$ cat src/rtl/tdm_demux_rx.sv
// TDM link receiver: acquires frame alignment from the sync marker and splits the serial stream into NUM_CH words.
// Optional build macro TDM_DEMUX_PARITY_EN appends one even-parity bit to every slot.
module tdm_demux_rx #(
    parameter int NUM_CH = 2,
    parameter int DATA_W = 8
) (
    input  logic                       clk,
    input  logic                       rst_n,
    input  logic                       en,
    input  logic                       sync,
    input  logic                       sdata,
    output logic [NUM_CH*DATA_W-1:0]   ch_data,
    output logic [NUM_CH-1:0]          ch_valid,
    output logic                       locked,
    output logic                       sync_err,
    output logic                       par_err
);

`ifdef TDM_DEMUX_PARITY_EN
    localparam int SLOT_W = DATA_W + 1;
`else
    localparam int SLOT_W = DATA_W;
`endif
    localparam int BW = (SLOT_W > 1) ? $clog2(SLOT_W) : 1;
    localparam int CW = $clog2(NUM_CH);

    typedef enum logic {HUNT, ALIGNED} state_t;
    state_t state;

    logic [BW-1:0]     bit_cnt;
    logic [BW-1:0]     cur_bit;
    logic [CW-1:0]     ch_cnt;
    logic [CW-1:0]     cur_ch;
    logic [SLOT_W-1:0] shift_reg;
    logic [SLOT_W-1:0] shift_base;
    logic [SLOT_W-1:0] shift_next;
    logic [DATA_W-1:0] word;
    logic              par_ok;
    logic              boundary;
    logic              slot_last;

    // A sync bit always restarts the slot at ch0 bit 0, whatever the counters say.
    always_comb begin
        boundary   = (bit_cnt == '0) && (ch_cnt == '0);
        cur_bit    = sync ? '0 : bit_cnt;
        cur_ch     = sync ? '0 : ch_cnt;
        shift_base = sync ? '0 : shift_reg;
        shift_next = SLOT_W'({shift_base, sdata});
        slot_last  = (cur_bit == BW'(SLOT_W - 1));
`ifdef TDM_DEMUX_PARITY_EN
        word   = shift_next[SLOT_W-1 -: DATA_W];
        par_ok = ~^shift_next;
`else
        word   = shift_next;
        par_ok = 1'b1;
`endif
    end

    always_ff @(posedge clk or negedge rst_n) begin
        if (!rst_n) begin
            state     <= HUNT;
            bit_cnt   <= '0;
            ch_cnt    <= '0;
            shift_reg <= '0;
            ch_data   <= '0;
            ch_valid  <= '0;
            locked    <= 1'b0;
            sync_err  <= 1'b0;
            par_err   <= 1'b0;
        end else begin
            ch_valid <= '0;
            sync_err <= 1'b0;
            par_err  <= 1'b0;
            if (en && (state == ALIGNED || sync)) begin
                if (state == ALIGNED && boundary && !sync) begin
                    // Missing marker: drop alignment and discard this bit.
                    sync_err  <= 1'b1;
                    state     <= HUNT;
                    locked    <= 1'b0;
                    bit_cnt   <= '0;
                    ch_cnt    <= '0;
                    shift_reg <= '0;
                end else begin
                    if (state == ALIGNED && sync && !boundary)
                        sync_err <= 1'b1;
                    state  <= ALIGNED;
                    locked <= 1'b1;
                    if (slot_last) begin
                        bit_cnt   <= '0;
                        ch_cnt    <= (cur_ch == CW'(NUM_CH - 1)) ? '0 : cur_ch + CW'(1);
                        shift_reg <= '0;
                        if (par_ok) begin
                            for (int k = 0; k < NUM_CH; k++) begin
                                if (cur_ch == CW'(k)) begin
                                    ch_data[k*DATA_W +: DATA_W] <= word;
                                    ch_valid[k]                 <= 1'b1;
                                end
                            end
                        end else begin
                            par_err <= 1'b1;
                        end
                    end else begin
                        bit_cnt   <= cur_bit + BW'(1);
                        ch_cnt    <= cur_ch;
                        shift_reg <= shift_next;
                    end
                end
            end
        end
    end

endmodule

$ cat config.mk
export PLATFORM = sky130hd
export DESIGN_NAME = tdm_demux_rx
export DESIGN_NICKNAME = d
export VERILOG_FILES = /design/src/rtl/tdm_demux_rx.sv
export SDC_FILE = /design/constraint.sdc
export NUM_CORES = 1
export LEC_CHECK = 0
export CAP_MARGIN = 15
export CORE_ASPECT_RATIO = 1.5
export CORE_MARGIN = 5
export CORE_UTILIZATION = 44
export DETAILED_ROUTE_END_ITERATION = 6
export GPL_TIMING_DRIVEN = 0
export HOLD_SLACK_MARGIN = 0.15
export PLACE_DENSITY = 0.7
export SYNTH_ARGS = -nofsm -noshare
export SYNTH_HDL_FRONTEND = slang
export SYNTH_SLANG_ARGS = --single-unit
$ cat constraint.sdc
create_clock -name clk -period 2 [get_ports clk]
set_clock_uncertainty 0.2 [all_clocks]
set_input_delay 0.4 -clock clk [delete_from_list [all_inputs] [get_ports clk]]
set_output_delay 0.4 -clock clk [all_outputs]
set_load 0.1 [all_outputs]
==> impl_results.md, run 1 <==
- Final GP Congestion: roughly 0.80
- Number of unique standard cell types used by synthesis: 32
- Post-detailed-routing wire length: approximately 3.3 mm
- Via density: ~5.4
- Area contributors post-synth: sky130_fd_sc_hd__dfrtp_1 (52%), sky130_fd_sc_hd__nand2_1 (7.8%), sky130_fd_sc_hd__o21ai_0 (6.0%)
- Mean post-synth cell area: roughly 10 sq um
- Number of fill cells: 291
- Cell row count: 26
- Total congestion overflow: 0
- TritonCTS Sinks: 31
- Cell taking the most area after synthesis: sky130_fd_sc_hd__dfrtp_1
- Number of ports placed on the die boundary: 26
- Detail-routed net length per standard cell: 14.64 um
- Pin count of the biggest net entering global routing: 17
- Pwr Total: roughly 0.0023 W
- Final Hold Viols: 0
- Worst reg2reg setup slack: roughly 0.1 ns
- Number of buffers and inverters on the critical path: 1
- Antenna violations before repair: 0
- Port bufs: 24
- Detailed placer's ending HPWL: between 2 and 2.5 mm
- CP Capture Type: output port
- Synth Register Bits: 31
- Chip height: around 81 um
- Seq/Total Area, Yosys: 0.5180
- Pre-Repair DR Iteration Count: 4
- Cell area after synthesis: around 0.0015 sq mm
- Slew at the pin closest to its max-slew limit: 0.8363 ns
- Wire length of the first global-routing pass: 5.885 mm
- Full die area: 0.004695 sq mm
- Power density cells: between 1000 and 1500 mW/mm^2
- Count of mapped cells out of synthesis: ~150
- Layout Cell Area excl Fill: 0.001997 sq mm
- Setup-failing EPs final: 0
- Share of synthesized area spent on multiplexers: 0.06015
- Top-area cell type share of the netlist area: 0.5180
- Antenna diode count: 0
- Via count of the first global-routing pass: approximately 1300
- Largest fanout on the critical path: 8
- Top library cells by usage in the layout, fill and taps aside: sky130_fd_sc_hd__nand2_1 (31), sky130_fd_sc_hd__dfrtp_1 (30), sky130_fd_sc_hd__clkdlybuf4s15_2 (20)
- Min-Delay Path Class: reg2reg
- Slew Limit Headroom: 0.4407
- Flip-flop count of the largest register, all copies and words added: 16
- Kind of start point of the critical path: register
- Number of max-slew violations in the final report: 0
- Post-placement cell area: around 0.0018 sq mm
- Vias: around 1200
- Clock tree from TritonCTS: built
- Final antenna-violating net count: 0
- Crit-path leading delay family: buffers and inverters
- Die span in x: 57.64 um
- Place WS: -0.8931 ns
- Most common library cell in the layout ignoring fill and taps: sky130_fd_sc_hd__nand2_1
- FF+latch area: about 780 sq um
- Utilization after layout: 0.5960
- Initial Util: 0.4470
- Fmax achieved: between 500 and 600 MHz
- Initial drt markers: 17
- Later-pin clock latency in the skew report: 0.28 ns
- Worst IR Drop VDD: 0.9180 mV
- Worst setup path category: reg2out
- Crit path setup slack, layout: roughly 0.08 ns
- Static leakage: 0.8422 nW
- Compound-Gate Fraction of Synth Area: 0.1287
- Portion of the clock cycle consumed by the worst path in the final layout: 0.9600
- Maximum buffer depth of the clock tree: 2
- Area share of and/or/nand/nor cells after synthesis: 0.2180
- Final Critical Period: around 1.9 ns
- Synth Net Count: between 150 and 200
- Crit path required time: roughly 1.4 ns
- Largest family of logic cells by synthesized area: simple AND/OR/NAND/NOR gates
- Max-cap viol count: 0
- Placeable core region: 0.003351 sq mm
- Setup total negative slack: 0 ns
- Crit-path cells: clkdlybuf4s15_2
- Area of the multi-input gates: 703.2 sq um
- Num CTS Buffers: 5
- Max stage delay cell, worst path: sky130_fd_sc_hd__clkdlybuf4s15_2
- Arrival time of data at the critical path endpoint: between 1 and 1.5 ns
- Adder and majority gate portion of the synthesized area: 0.03342
- Ratio of cells with drive above 1 in the final layout: 0.2873
- Post-synthesis xor/xnor area fraction: 0.005848
- Yosys warning total: 0
- Clock root buffer: sky130_fd_sc_hd__clkbuf_8
- Critical path's largest stage delay: ~0.58 ns
- Post-route DRC: 0
- Number of H-tree levels: 2
- Layout-stage area growth over the synthesis result: 33.33%
- Run status: finished, final reports clean
- Number of nets in the layout: ~190
- Global Route Usage Sum: 0.1611
- Clock transition time at the flip-flop clock pins of the worst setup and hold paths: ~0.07 ns
-- Yosys cell counts --
library cell and n:
sky130_fd_sc_hd__dfrtp_1 31, sky130_fd_sc_hd__nand2_1 31, sky130_fd_sc_hd__o21ai_0 18, sky130_fd_sc_hd__nor2b_1 12, sky130_fd_sc_hd__mux2_2 8, sky130_fd_sc_hd__o211ai_1 8
sky130_fd_sc_hd__nand4_1 7, sky130_fd_sc_hd__buf_2 4, sky130_fd_sc_hd__ha_1 4, sky130_fd_sc_hd__a21oi_1 2, sky130_fd_sc_hd__nor3b_1 2, sky130_fd_sc_hd__a211o_1 1
sky130_fd_sc_hd__and2_1 1, sky130_fd_sc_hd__and2b_1 1, sky130_fd_sc_hd__and3_1 1, sky130_fd_sc_hd__buf_1 1, sky130_fd_sc_hd__buf_4 1, sky130_fd_sc_hd__buf_6 1
sky130_fd_sc_hd__clkbuf_1 1, sky130_fd_sc_hd__conb_1 1, sky130_fd_sc_hd__inv_1 1, sky130_fd_sc_hd__nand2b_1 1, sky130_fd_sc_hd__nand4_2 1, sky130_fd_sc_hd__nor2_1 1
sky130_fd_sc_hd__nor3_1 1, sky130_fd_sc_hd__nor3_4 1, sky130_fd_sc_hd__nor4_1 1, sky130_fd_sc_hd__o21a_1 1, sky130_fd_sc_hd__o31ai_1 1, sky130_fd_sc_hd__o41ai_1 1
sky130_fd_sc_hd__or3_1 1, sky130_fd_sc_hd__xor2_1 1
-- worst register-to-register path, stage by stage, from the launching register on --
cell and delay [ns]:
sky130_fd_sc_hd__dfrtp_1 0.43, sky130_fd_sc_hd__nor2b_1 0.17, sky130_fd_sc_hd__ha_2 0.20, sky130_fd_sc_hd__ha_4 0.19
sky130_fd_sc_hd__buf_4 0.15, sky130_fd_sc_hd__ha_1 0.28, sky130_fd_sc_hd__nand2_1 0.04, sky130_fd_sc_hd__o21ai_0 0.17
-- what timing repair did --
action / in CTS / in global routing
hold buffers: 0 / 0
gates resized for setup: 68 / 7
pin swaps: 1 / 1
endpoints found under the setup margin: 49 / 20
setup buffers: 1 / 0
-- power breakdown --
part / internal [W] / total (W) / switching (W) / leakage, nW
Combinational: 0.000254 / 0.000949 / 0.000695 / 0.377
Clock: 0.000313 / 0.000545 / 0.000233 / 0.0505
Sequential: 0.000721 / 0.000818 / 0.0000967 / 0.415
-- logic make-up (layout without fill, tap and decap cells) --
kind of cell,count (synthesis),in the layout
other,1,1
adder cells (fa/ha/maj),4,4
AND/OR/NAND/NOR,62,62
XOR/XNOR,1,1
flip-flops,31,31
buffers and inverters,9,42
multiplexers,8,8
AO/OA/AOI/OAI,32,32
-- routing by layer --
| metal | share of wire | vias up | track usage |
|---|---|---|---|
| met5 | 0 | - | 0 |
| met4 | 0.026 | 0 | 0.09049 |
| met3 | 0.047 | 9 | 0.04874 |
| met2 | 0.51 | 22 | 0.2636 |
| met1 | 0.42 | 586 | 0.1861 |
| li1 | - | 578 | - |
-- final cells by class --
| cell class | instances | share of cell area |
|---|---|---|
| inverters | 1 | 0.001880 |
| flip-flops and latches | 31 | 0.3891 |
| multi-input cells | 108 | 0.3521 |
| plain buffers | 7 | 0.02945 |
| repair buffers | 26 | 0.1491 |
| well taps | 42 | 0.02632 |
| clock inverters | 1 | 0.003759 |
| clock buffers | 7 | 0.04825 |
-- through the flow --
stage,std cells,hold WS (ns)
floorplan,148,-0.09559
global placement,214,0.2908
detailed placement,215,0.2929
CTS,224,0.3086
global route,223,0.3292
finish,223,0.3052
-- worst paths after layout --
kind,end,depth (start not counted),startpoint
setup / recovery,locked,1,state
hold / removal,ch_data[13],1,ch_data[13]
setup reg to reg,ch_cnt,7,bit_cnt[0]
hold reg to reg,ch_data[13],1,ch_data[13]
max in group asynchronous,state,1,rst_n
min in group asynchronous,bit_cnt[1],1,rst_n
Note: power is estimated with default switching activity, not from simulation.
==> inputs of run 2 (changes only) <==
ABC_AREA = 1   (was not set)
PLACE_DENSITY = 0.71   (was 0.7)
==> impl_results.md, run 2 <==
- Run status: finished, final reports clean (unchanged)
- Min-Delay Path Class: reg2reg (unchanged)
- Yosys warning total: 0 (unchanged)
- Count of flip-flops with a built-in enable after synthesis: 0 (unchanged)
- Cell taking the most area after synthesis: sky130_fd_sc_hd__dfrtp_1 (unchanged)
- Static leakage: 0.9153 nW (was 0.8422 nW)
- Pwr Total: 0.001645 W (was 0.002312 W)
- Internal power: 0.001102 W (was 0.001287 W)
- Cell row count: 25 (was 26)
- Area contributors post-synth: sky130_fd_sc_hd__dfrtp_1 (55%), sky130_fd_sc_hd__nand2_1 (9.0%), sky130_fd_sc_hd__o21ai_2 (4.3%) (was sky130_fd_sc_hd__dfrtp_1 (52%), sky130_fd_sc_hd__nand2_1 (7.8%), sky130_fd_sc_hd__o21ai_0 (6.0%))
- Wire length of the first global-routing pass: 4.892 mm (was 5.885 mm)
- Most common library cell in the layout ignoring fill and taps: sky130_fd_sc_hd__nand2_1 (unchanged)
- Part of the total power dissipated in the clock network: 0.321 (was 0.236)
- Count of mapped cells out of synthesis: 150 (was 148)
- Detailed placer's ending HPWL: 2.185 mm (was 2.467 mm)
- Post-CTS Hold Buffers: 0 (unchanged)
- Smallest hold slack: 0.2725 ns (was 0.3052 ns)
- Clock tree from TritonCTS: built (unchanged)
- Switching power total: 0.0005437 W (was 0.001025 W)
- R2R Path Start: bit_cnt[1] (was bit_cnt[0])
- Final Critical Period: 1.920 ns (about the same)
- Pin count of the biggest net entering global routing: 17 (unchanged)
- Mean post-synth cell area: 9.426 sq um (was 10.12 sq um)
- Top-area cell type share of the netlist area: 0.5487 (was 0.5180)
- Chip height: 79.43 um (was 81.46 um)
- Number of H-tree levels: 2 (unchanged)
- Number of ports placed on the die boundary: 26 (unchanged)
- Register share of total power: 0.431 (was 0.354)
- Switching share of total power: 0.3304 (was 0.4432)
- Slew Limit Headroom: 0.4917 (was 0.4407)
- Vias: 1146 (was 1195)
- Worst reg2reg path endpoint: ch_data[0] (was ch_cnt)
- Kind of start point of the critical path: input pin (was register)
- Antenna diode count: 0 (unchanged)
- Number of max-slew violations in the final report: 0 (unchanged)
- Setup-failing EPs final: 0 (unchanged)
- Cell area after synthesis: 0.001414 sq mm (was 0.001498 sq mm)
- CP Capture Type: register (was output port)
- Proportion of synthesized flip-flops having asynchronous set or reset: 1.000 (unchanged)
- Hold path startpoint: ch_data[2] (was ch_data[13])
- Max-cap viol count: 0 (unchanged)
- Via density: 5.004 (was 5.359)
- Layout Cell Area excl Fill: 0.001944 sq mm (was 0.001997 sq mm)
- Final antenna-violating net count: 0 (unchanged)
- Final GP Congestion: 0.8434 (was 0.8003)
- Layout-stage area growth over the synthesis result: 37.52% (was 33.33%)
- Slew at the pin closest to its max-slew limit: 0.7601 ns (was 0.8363 ns)
- Post-route DRC: 0 (unchanged)
- Top library cells by usage in the layout, fill and taps aside: sky130_fd_sc_hd__nand2_1 (34), sky130_fd_sc_hd__dfrtp_1 (30), sky130_fd_sc_hd__clkdlybuf4s15_2 (20) (was sky130_fd_sc_hd__nand2_1 (31), sky130_fd_sc_hd__dfrtp_1 (30), sky130_fd_sc_hd__clkdlybuf4s15_2 (20))
- Largest fanout on the critical path: 10 (was 8)
- Top FF cell, synth: sky130_fd_sc_hd__dfrtp_1 (unchanged)
- Initial drt markers: 12 (was 17)
- Detail-routed net length per standard cell: 13.08 um (was 14.64 um)
- Ratio of cells with drive above 1 in the final layout: 0.3280 (was 0.2873)
- Flip-flop count of the largest register, all copies and words added: 16 (unchanged)
- Num CTS Buffers: 5 (unchanged)
- Total congestion overflow: 0 (unchanged)
- Synth Net Count: 159 (was 157)
- Clock transition time at the flip-flop clock pins of the worst setup and hold paths: 0.06 ns (was 0.07 ns)
- Post-detailed-routing wire length: 2.996 mm (was 3.265 mm)
- List of most frequent post-synthesis cells: sky130_fd_sc_hd__nand2_1 (34), sky130_fd_sc_hd__dfrtp_1 (31), sky130_fd_sc_hd__nor2_1 (16) (was sky130_fd_sc_hd__dfrtp_1 (31), sky130_fd_sc_hd__nand2_1 (31), sky130_fd_sc_hd__o21ai_0 (18))
- Antenna violations before repair: 0 (unchanged)
- Worst Hold End: ch_data[2] (was ch_data[13])
- Synth Register Bits: 31 (unchanged)
- Worst setup path category: in2reg (was reg2out)
- Portion of the clock cycle consumed by the worst path in the final layout: 0.9599 (was 0.9600)
- Cell count of the worst hold path: 2 (was 1)
- Global Route Usage Sum: 0.1444 (was 0.1611)
- Number of unique standard cell types used by synthesis: 22 (was 32)
- TritonCTS Sinks: 31 (unchanged)
- Arrival time of data at the critical path endpoint: 1.94 ns (was 1.32 ns)
- Setup total negative slack: 0 ns (unchanged)
- Worst reg2reg setup slack: 0.09 ns (was 0.10 ns)
- Clock root buffer: sky130_fd_sc_hd__clkbuf_8 (unchanged)
- Post-placement cell area: 0.001720 sq mm (was 0.001844 sq mm)
- Crit path required time: 2.02 ns (was 1.40 ns)
- Placeable core region: 0.003128 sq mm (was 0.003351 sq mm)
- Later-pin clock latency in the skew report: 0.29 ns (was 0.28 ns)
- Initial Util: 0.4520 (was 0.4470)
- Maximum buffer depth of the clock tree: 2 (unchanged)
- Power density cells: 846.2 mW/mm^2 (was 1158 mW/mm^2)
- Depth of the most critical reg-to-reg path: 10 (was 7)
- Fmax achieved: 520.9 MHz (about the same)
- Number of nets in the layout: 197 (was 189)
- Die span in x: 56.29 um (was 57.64 um)
- Utilization after layout: 0.6216 (was 0.5960)
- Most numerous cell in the Yosys netlist: sky130_fd_sc_hd__nand2_1
- Number of fill cells: 277 (was 291)
- Seq/Total Area, Yosys: 0.5487 (was 0.5180)
- Via count of the first global-routing pass: 1164 (was 1257)
- Pre-Repair DR Iteration Count: 4 (unchanged)
- Combinational fraction of design power: 0.248 (was 0.411)
- Port bufs: 24 (unchanged)
- Worst IR Drop VDD: 0.4780 mV (was 0.9180 mV)
- Final Hold Viols: 0 (unchanged)
- Full die area: 0.004470 sq mm (was 0.004695 sq mm)
[run 2: changes by cell type after synthesis, sizes merged, moves of 4 or more]
| cell | previous run | this run |
|---|---|---|
| nand3 | 0 | 7 |
| mux2 | 8 | 0 |
| o21ai | 18 | 12 |
| nor2 | 1 | 18 |
| o211ai | 8 | 0 |
| inv | 1 | 17 |
| nand2 | 31 | 35 |
| nor2b | 12 | 0 |
| o22ai | 0 | 8 |
[run 2: how the worst max path moves through the flow]
stage / end / cells after the start / slack [ns] / from
5_1_grt: ch_data[0] / 10 / -0.008 / bit_cnt[1]
2_1_floorplan: ch_data[0] / 10 / 0.02 / sync
3_3_place_gp: ch_data[14] / 11 / -0.71 / sync
6_report: ch_data[0] / 11 / 0.08 / sync
3_5_place_dp: ch_data[0] / 11 / -0.76 / sync
4_1_cts: ch_data[15] / 11 / 0.003 / sync
[run 2: through the flow]
step / cells / worst slack, ns
global route: 229 / -0.008323
detailed placement: 215 / -0.7580
CTS: 224 / 0.002777
global placement: 214 / -0.7071
floorplan: 150 / 0.02229
finish: 229 / 0.08010
[run 2: area by class of cell]
cell class	instances	area (sq um)	area share
flip-flops and latches	31	777.0	0.3996
clock buffers	8	100.1	0.05148
multi-input cells	95	553.0	0.2844
plain buffers	7	60.06	0.03089
well taps	40	50.05	0.02574
repair buffers	31	337.8	0.1737
inverters	17	66.31	0.03411
[run 2: cell families after synthesis]
family,after synthesis,synth area share
other cells,1,0.002652
simple gates,69,0.2336
fa+ha+maj,4,0.03540
compound gates,21,0.1018
flops,31,0.5487
buf+inv,24,0.07787
[run 2: routing by layer]
layer / routed length (um) / GRT usage
met2: 1572 / 0.2400
met4: 113 / 0.08789
met5: 0 / 0
met1: 1199 / 0.1543
met3: 110 / 0.05340
[run 2: power groups by stage]
| stage | logic [W] | clock network [W] | registers, W |
|---|---|---|---|
| after floorplan | 0.000164 | 0 | 0.000840 |
| after global placement | 0.000377 | 0 | 0.000716 |
| after detailed placement | 0.000390 | 0 | 0.000719 |
| after CTS | 0.000388 | 0.000538 | 0.000708 |
| after global routing | 0.000444 | 0.000573 | 0.000714 |
| final | 0.000407 | 0.000529 | 0.000709 |
[run 2: repair_timing]
action	4_1_cts	5_1_grt
pin swaps	1	2
resized for setup	67	9
setup endpoints to repair	48	16
cloned	0	1
buffers inserted	1	4
[run 2: critical path: stages]
cell and delay [ns]:
sky130_fd_sc_hd__buf_2 0.15, sky130_fd_sc_hd__buf_6 0.15, sky130_fd_sc_hd__nor2_2 0.12, sky130_fd_sc_hd__ha_2 0.20
sky130_fd_sc_hd__ha_4 0.16, sky130_fd_sc_hd__inv_4 0.06, sky130_fd_sc_hd__nor3_4 0.24, sky130_fd_sc_hd__buf_6 0.16
sky130_fd_sc_hd__buf_4 0.12, sky130_fd_sc_hd__nand4_1 0.08, sky130_fd_sc_hd__nand2_1 0.09
